File: config.mk
export PLATFORM = sky130hd
export DESIGN_NAME = id_ex_stage
export DESIGN_NICKNAME = d
export VERILOG_FILES = /design/src/rtl/id_ex_stage.sv
export SDC_FILE = /design/constraint.sdc
export NUM_CORES = 1
export LEC_CHECK = 0
export ABC_AREA = 0
export CORE_MARGIN = 3
export CORE_UTILIZATION = 41
export DETAILED_ROUTE_END_ITERATION = 7
export GPL_ROUTABILITY_DRIVEN = 0
export PLACE_DENSITY_LB_ADDON = 0.08
export RECOVER_POWER = 100
export SLEW_MARGIN = 25
export SYNTH_ARGS = -nofsm -noshare
export SYNTH_HDL_FRONTEND = slang
export SYNTH_SLANG_ARGS = --single-unit
export TNS_END_PERCENT = 20
File: constraint.sdc
create_clock -name clk -period 3.1 [get_ports clk]
set_input_delay 0.31 -clock clk [delete_from_list [all_inputs] [get_ports clk]]
set_output_delay 0.31 -clock clk [all_outputs]
set_load 0.005 [all_outputs]
File: src/rtl/id_ex_stage.sv
// id_ex_stage: ID/EX pipeline register with operand forwarding, load-use bubble and ALU control decode
module id_ex_stage #(
    parameter int DATA_W  = 8,
    parameter int RADDR_W = 5
) (
    input  logic               clk,
    input  logic               rst_n,
    input  logic               in_valid,
    output logic               in_ready,
    input  logic               stall,
    input  logic               flush,
    input  logic [RADDR_W-1:0] rs_addr,
    input  logic [RADDR_W-1:0] rt_addr,
    input  logic [RADDR_W-1:0] rd_addr,
    input  logic [DATA_W-1:0]  rs_data,
    input  logic [DATA_W-1:0]  rt_data,
    input  logic [DATA_W-1:0]  imm,
    input  logic [1:0]         alu_op,
    input  logic [5:0]         funct,
    input  logic               alu_src,
    input  logic               reg_dst,
    input  logic               reg_write,
    input  logic               mem_read,
    input  logic               mem_write,
    input  logic               mem_to_reg,
    input  logic [DATA_W-1:0]  ex_result,
    input  logic               mem_reg_write,
    input  logic [RADDR_W-1:0] mem_rd,
    input  logic [DATA_W-1:0]  mem_result,
    input  logic               wb_reg_write,
    input  logic [RADDR_W-1:0] wb_rd,
    input  logic [DATA_W-1:0]  wb_data,
    output logic               out_valid,
    output logic [DATA_W-1:0]  alu_a,
    output logic [DATA_W-1:0]  alu_b,
    output logic [3:0]         alu_control,
    output logic [DATA_W-1:0]  store_data,
    output logic [RADDR_W-1:0] dest_reg,
    output logic               reg_write_q,
    output logic               mem_read_q,
    output logic               mem_write_q,
    output logic               mem_to_reg_q,
    output logic               illegal_funct,
    output logic               hazard
);

    logic               r_out_valid;
    logic [DATA_W-1:0]  r_alu_a;
    logic [DATA_W-1:0]  r_alu_b;
    logic [3:0]         r_alu_control;
    logic [DATA_W-1:0]  r_store_data;
    logic [RADDR_W-1:0] r_dest_reg;
    logic               r_reg_write;
    logic               r_mem_read;
    logic               r_mem_write;
    logic               r_mem_to_reg;
    logic               r_illegal;

    logic               w_hazard;
    logic               w_ex_fwd_ok;
    logic [DATA_W-1:0]  w_fwd_rs;
    logic [DATA_W-1:0]  w_fwd_rt;
    logic [3:0]         w_ctl;
    logic               w_illegal;
    logic [RADDR_W-1:0] w_dest;

    // The held instruction can only forward its ALU result if it is not a load (load data is not ready yet)
    assign w_ex_fwd_ok = r_out_valid & r_reg_write & ~r_mem_read;

    // Forwarding priority: youngest producer first; register 0 always reads the register file
    function automatic logic [DATA_W-1:0] fwd(input logic [RADDR_W-1:0] addr, input logic [DATA_W-1:0] rf);
        if (addr == '0)
            return rf;
        if (w_ex_fwd_ok && r_dest_reg == addr)
            return ex_result;
        if (mem_reg_write && mem_rd == addr)
            return mem_result;
        if (wb_reg_write && wb_rd == addr)
            return wb_data;
        return rf;
    endfunction

    // Resolve both source operands and the destination register for the incoming instruction
    always_comb begin
        w_fwd_rs = fwd(rs_addr, rs_data);
        w_fwd_rt = fwd(rt_addr, rt_data);
        w_dest   = reg_dst ? rd_addr : rt_addr;
    end

    // A load held here whose destination is read by the incoming instruction forces a one-cycle bubble
    always_comb begin
        w_hazard = r_out_valid & r_mem_read & (r_dest_reg != '0) & in_valid &
                   ((rs_addr == r_dest_reg) | ((rt_addr == r_dest_reg) & (~alu_src | mem_write)));
    end

    // Translate the main-decoder class and R-type funct into the ALU control code
    always_comb begin
        w_illegal = 1'b0;
        w_ctl     = 4'b0010;
        case (alu_op)
            2'b00: w_ctl = 4'b0010;
            2'b01: w_ctl = 4'b0110;
            2'b11: w_ctl = 4'b0001;
            default: begin
                case (funct)
                    6'b100000: w_ctl = 4'b0010;
                    6'b100010: w_ctl = 4'b0110;
                    6'b100100: w_ctl = 4'b0000;
                    6'b100101: w_ctl = 4'b0001;
                    6'b100111: w_ctl = 4'b1100;
                    6'b011000: w_ctl = 4'b1101;
                    default: begin
                        w_ctl     = 4'b1111;
                        w_illegal = 1'b1;
                    end
                endcase
            end
        endcase
    end

    // Pipeline register: reset > flush > stall > hazard bubble > load
    always_ff @(posedge clk) begin
        if (!rst_n) begin
            r_out_valid   <= 1'b0;
            r_alu_a       <= '0;
            r_alu_b       <= '0;
            r_alu_control <= '0;
            r_store_data  <= '0;
            r_dest_reg    <= '0;
            r_reg_write   <= 1'b0;
            r_mem_read    <= 1'b0;
            r_mem_write   <= 1'b0;
            r_mem_to_reg  <= 1'b0;
            r_illegal     <= 1'b0;
        end else if (flush || (!stall && w_hazard)) begin
            r_out_valid  <= 1'b0;
            r_reg_write  <= 1'b0;
            r_mem_read   <= 1'b0;
            r_mem_write  <= 1'b0;
            r_mem_to_reg <= 1'b0;
            r_illegal    <= 1'b0;
        end else if (!stall) begin
            r_out_valid   <= in_valid;
            r_alu_a       <= w_fwd_rs;
            r_alu_b       <= alu_src ? imm : w_fwd_rt;
            r_alu_control <= w_ctl;
            r_store_data  <= w_fwd_rt;
            r_dest_reg    <= w_dest;
            r_reg_write   <= in_valid & reg_write;
            r_mem_read    <= in_valid & mem_read;
            r_mem_write   <= in_valid & mem_write;
            r_mem_to_reg  <= in_valid & mem_to_reg;
            r_illegal     <= in_valid & w_illegal;
        end
    end

    assign hazard        = w_hazard;
    assign in_ready      = ~stall & ~w_hazard;
    assign out_valid     = r_out_valid;
    assign alu_a         = r_alu_a;
    assign alu_b         = r_alu_b;
    assign alu_control   = r_alu_control;
    assign store_data    = r_store_data;
    assign dest_reg      = r_dest_reg;
    assign reg_write_q   = r_reg_write;
    assign mem_read_q    = r_mem_read;
    assign mem_write_q   = r_mem_write;
    assign mem_to_reg_q  = r_mem_to_reg;
    assign illegal_funct = r_illegal;

endmodule

==> impl_metrics.xml <==
<?xml version="1.0" encoding="UTF-8"?>
<metrics>
  <group name="sta">
    <metric name="whs" unit="ps">458</metric>
    <metric name="slew_headroom" unit="%">60.3</metric>
    <metric name="rsz0062_at_grt" unit="">false</metric>
    <metric name="max_slew.worst_pin.slew" unit="ps">595</metric>
    <metric name="setup_viol" unit="">0</metric>
    <metric name="setup_total_negative_slack" unit="ps">0</metric>
    <metric name="finalWorstPathRequiredPeriod" unit="ps">2790</metric>
    <metric name="final_hold_viol_count" unit="">0</metric>
    <metric name="final_max_slew_violation_count" unit="">0</metric>
    <metric name="fmaxAchievable" unit="GHz">0.358</metric>
    <metric name="post_layout_worst_setup_margin" unit="ps">308</metric>
    <metric name="fin_worst_skew" unit="ps">10.5</metric>
    <metric name="final_min_period_over_clock_period" unit="%">90.1</metric>
  </group>
  <group name="clocking">
    <metric name="ctsResizeCount" unit="">0</metric>
    <metric name="clk-insertion-delay-late" unit="ps">300</metric>
    <metric name="cts.path.max_buffers" unit="">2</metric>
    <metric name="htree_levels" unit="">2</metric>
    <metric name="post_cts_setup_bufs" unit="">0</metric>
    <metric name="numClockSinks" unit="">39</metric>
    <metric name="path_clk_slew" unit="ps">80</metric>
    <metric name="clock-root-buffer" unit="">sky130_fd_sc_hd__clkbuf_8</metric>
    <metric name="hold_buffers" unit="">0</metric>
    <metric name="number_of_cts_inserted_buffers" unit="">5</metric>
    <metric name="tritoncts" unit="">built</metric>
  </group>
  <group name="worst_hold_path">
    <metric name="hold-path-endpoint" unit="">illegal_funct$_SDFFE_PP0N_</metric>
    <metric name="worst_hold_startpoint" unit="">illegal_funct$_SDFFE_PP0N_</metric>
    <metric name="worst_hold_path.num_cells" unit="">2</metric>
    <metric name="hold_path.class" unit="">reg2reg</metric>
  </group>
  <group name="logic_synthesis">
    <metric name="yosys.area.top_type" unit="">sky130_fd_sc_hd__dfxtp_1</metric>
    <metric name="synth_fp_nets" unit="">455</metric>
    <metric name="avgSynthCellArea" unit="um2">7.88</metric>
    <metric name="synth_cells" unit="">361</metric>
    <metric name="synthMuxAreaShare" unit="%">4.22</metric>
    <metric name="synth_edf_count" unit="">0</metric>
    <metric name="asyncSetResetFlopFracSynth" unit="%">0</metric>
    <metric name="yosysMostFrequentCell" unit="">sky130_fd_sc_hd__dfxtp_1</metric>
    <metric name="synthXorXnorAreaFrac" unit="%">8.57</metric>
    <metric name="combinational_family_with_the_most_area_after_synthesis" unit="">compound AO/OA/AOI/OAI gates</metric>
    <metric name="netlist_top_cells_area" unit="">sky130_fd_sc_hd__dfxtp_1 (27%), sky130_fd_sc_hd__xnor2_1 (6.8%), sky130_fd_sc_hd__a21oi_1 (5.6%)</metric>
    <metric name="postSynthRegisterBits" unit="">39</metric>
    <metric name="seq_total_area_yosys" unit="%">27.4</metric>
    <metric name="synth_largest_type_area_fraction" unit="%">27.4</metric>
    <metric name="synth.top_cells.by_count" unit="">sky130_fd_sc_hd__dfxtp_1 (39), sky130_fd_sc_hd__a21oi_1 (32), sky130_fd_sc_hd__nand2_1 (30), sky130_fd_sc_hd__xnor2_1 (22)</metric>
    <metric name="yosys_warnings" unit="">0</metric>
    <metric name="synth_flop_cell" unit="">sky130_fd_sc_hd__dfxtp_1</metric>
    <metric name="synth.lib_cells_used.distinct" unit="">56</metric>
    <metric name="synth_simple_gate_area_share" unit="%">19.8</metric>
    <metric name="synthAdderAreaFrac" unit="%">0</metric>
    <metric name="compound_cell_area_share_of_the_yosys_netlist" unit="%">33.5</metric>
    <metric name="post_synth_instance_area" unit="um2">2850</metric>
  </group>
  <group name="routing">
    <metric name="post_drt_via_cell_ratio" unit="">5.89</metric>
    <metric name="routed-via-count" unit="">3315</metric>
    <metric name="route.final.wire_length" unit="um">9600</metric>
    <metric name="drt_pre_antenna_iters" unit="">5</metric>
    <metric name="drt.antenna.violating_nets" unit="">0</metric>
    <metric name="wl_per_cell" unit="um">17.1</metric>
    <metric name="initialDrtViolationCount" unit="">215</metric>
    <metric name="drc_errors" unit="">0</metric>
  </group>
  <group name="grt">
    <metric name="maximum_number_of_pins_on_one_net_before_global_route_repair" unit="">43</metric>
    <metric name="aggregate_global_route_resource_usage" unit="%">23.4</metric>
    <metric name="antenna_violations_before_repair" unit="">0</metric>
    <metric name="grt_pass1_vias" unit="">3070</metric>
    <metric name="wire_length_of_the_first_global_routing_pass" unit="um">14800</metric>
    <metric name="grt_overflow_total" unit="">0</metric>
  </group>
  <group name="critical_path">
    <metric name="cp-startpoint" unit="">rt_addr[4]</metric>
    <metric name="worst_path_largest_cell_delay" unit="ps">650</metric>
    <metric name="critPathBufInv" unit="">3</metric>
    <metric name="rr_startpoint" unit="">dest_reg[4]$_SDFFE_PN0P_</metric>
    <metric name="critPathSlowestCell" unit="">sky130_fd_sc_hd__dlygate4sd3_1</metric>
    <metric name="crit_chain" unit="">dlygate4sd3_1 -&gt; xnor2_1 -&gt; nand2_2 -&gt; o32ai_1 -&gt; buf_4 -&gt; and2_1 -&gt; nor2_1 -&gt; clkdlybuf4s50_1</metric>
    <metric name="setup.reg_to_reg.worst_slack" unit="ps">710</metric>
    <metric name="timing.critical_path.max_delay_family" unit="">buffers and inverters</metric>
    <metric name="r2r_cells" unit="">8</metric>
    <metric name="critical_path.max_fanout" unit="">10</metric>
    <metric name="crit_path_launch_type" unit="">input pin</metric>
    <metric name="setup.worst_path.end_class" unit="">primary output</metric>
    <metric name="reg_to_reg_critical_path_endpoint" unit="">alu_a[1]$_SDFFE_PN0P_</metric>
    <metric name="cp_data_arrival_time" unit="ps">2480</metric>
    <metric name="crit_required" unit="ps">2790</metric>
    <metric name="criticalPathCategory" unit="">in2out</metric>
  </group>
  <group name="place">
    <metric name="dp_hpwl" unit="um">7420</metric>
    <metric name="port_buffer_count" unit="">134</metric>
    <metric name="numPlacedInstances" unit="">556</metric>
    <metric name="dpl_worst_slack" unit="ps">387</metric>
  </group>
  <group name="die">
    <metric name="fp.dieH" unit="um">89.3</metric>
    <metric name="core_area" unit="um2">6530</metric>
    <metric name="effective_utilization_at_floorplan" unit="%">43.6</metric>
    <metric name="floorplan.die.width" unit="um">89.3</metric>
    <metric name="fp-row-count" unit="">29</metric>
    <metric name="die_area" unit="um2">7980</metric>
    <metric name="io-pin-count" unit="">135</metric>
  </group>
  <group name="flow_run">
    <metric name="max-cap-violations" unit="">0</metric>
  </group>
  <group name="layout">
    <metric name="finalCoreUtilization" unit="%">66.4</metric>
    <metric name="area_delta_synth_final" unit="%">52.3</metric>
    <metric name="drive_above_1_share" unit="%">5.14</metric>
    <metric name="nNetsFinal" unit="">580</metric>
    <metric name="seqCellArea" unit="um2">781</metric>
    <metric name="nFillCells" unit="">584</metric>
    <metric name="finish.cell_count_without_fillers" unit="">563</metric>
    <metric name="multi_input_area" unit="um2">1890</metric>
    <metric name="n_antenna_cell" unit="">0</metric>
  </group>
  <group name="power">
    <metric name="power_density" unit="nW/um2">322</metric>
    <metric name="p_leak" unit="uW">0.00159</metric>
    <metric name="ir_worst_vdd" unit="V">0.000178</metric>
  </group>
  <group name="run_status">
    <metric name="outcome" unit="">finished clean</metric>
  </group>
</metrics>
## metrics by stage
stage / total power (uW) / instance area (um2)
final: 1400 / 4340
after CTS: 1410 / 4340
after global placement: 980 / 4230
after detailed placement: 985 / 4230
after global routing: 1460 / 4340
after floorplan: 744 / 2850
## tightest hold or removal path: stages (launching register included)
cell                      delay (ps)
sky130_fd_sc_hd__dfxtp_1         310
sky130_fd_sc_hd__nand2_1          50
sky130_fd_sc_hd__a21oi_1          50
## cell type report
class                           instances  share of cell area, %
Multi-Input combinational cell        281                   43.5
Timing Repair Buffer                  143                   32.4
Sequential cell                        39                   18.0
Tap cell                               77                   2.22
Clock buffer                            5                   1.59
Inverter                               16                   1.39
Clock inverter                          2                  0.866
## logic make-up (layout without fill, tap and decap cells)
family,count (synthesis),in the layout
buf+inv,41,166
mux,12,12
simple gates,108,108
compound gates,134,134
flops,39,39
xor+xnor,27,27
## where the power goes
| part | internal, uW | switching [uW] |
|---|---|---|
| logic | 232 | 188 |
| clock network | 236 | 194 |
| registers | 529 | 19.4 |
| total | 996 | 401 |
## routing by layer
layer / vias to the layer above / part of all wire [%] / track usage, %
met1: 1522 / 46 / 32.1
li1: 1625 / - / -
met4: 0 / 1.2 / 5.01
met3: 17 / 7.9 / 4.98
met2: 151 / 44 / 37.8
met5: - / 0 / 0
## placed cells by master, fill, tap and decap left out, types with 4 or more instances in the layout
master and n:
sky130_fd_sc_hd__a211oi_1 5, sky130_fd_sc_hd__a21oi_1 32, sky130_fd_sc_hd__a221oi_1 9, sky130_fd_sc_hd__a22oi_1 4, sky130_fd_sc_hd__a31o_1 7, sky130_fd_sc_hd__a32o_1 7, sky130_fd_sc_hd__buf_4 7, sky130_fd_sc_hd__clkbuf_8 5
sky130_fd_sc_hd__clkdlybuf4s50_1 93, sky130_fd_sc_hd__dfxtp_1 39, sky130_fd_sc_hd__dlygate4sd3_1 41, sky130_fd_sc_hd__inv_1 15, sky130_fd_sc_hd__mux2i_1 12, sky130_fd_sc_hd__nand2_1 30, sky130_fd_sc_hd__nand2b_1 4, sky130_fd_sc_hd__nand3_1 16
sky130_fd_sc_hd__nand4_1 12, sky130_fd_sc_hd__nor2_1 19, sky130_fd_sc_hd__nor2b_1 4, sky130_fd_sc_hd__nor3_1 4, sky130_fd_sc_hd__o211ai_1 14, sky130_fd_sc_hd__o21ai_0 19, sky130_fd_sc_hd__o221ai_1 6, sky130_fd_sc_hd__o22ai_1 9
sky130_fd_sc_hd__o41ai_1 7, sky130_fd_sc_hd__xnor2_1 22, sky130_fd_sc_hd__xor2_1 4
## how the worst max path moves through the flow
stage / end / slack [ps] / cells after the start
after detailed placement: in_ready / 390 / 8
after global placement: hazard / 420 / 7
after floorplan: alu_b[6]$_SDFFE_PN0P_ / 1190 / 7
after CTS: in_ready / 360 / 8
final: in_ready / 310 / 8
after global routing: in_ready / 140 / 8
Note: power is estimated with default switching activity, not from simulation.
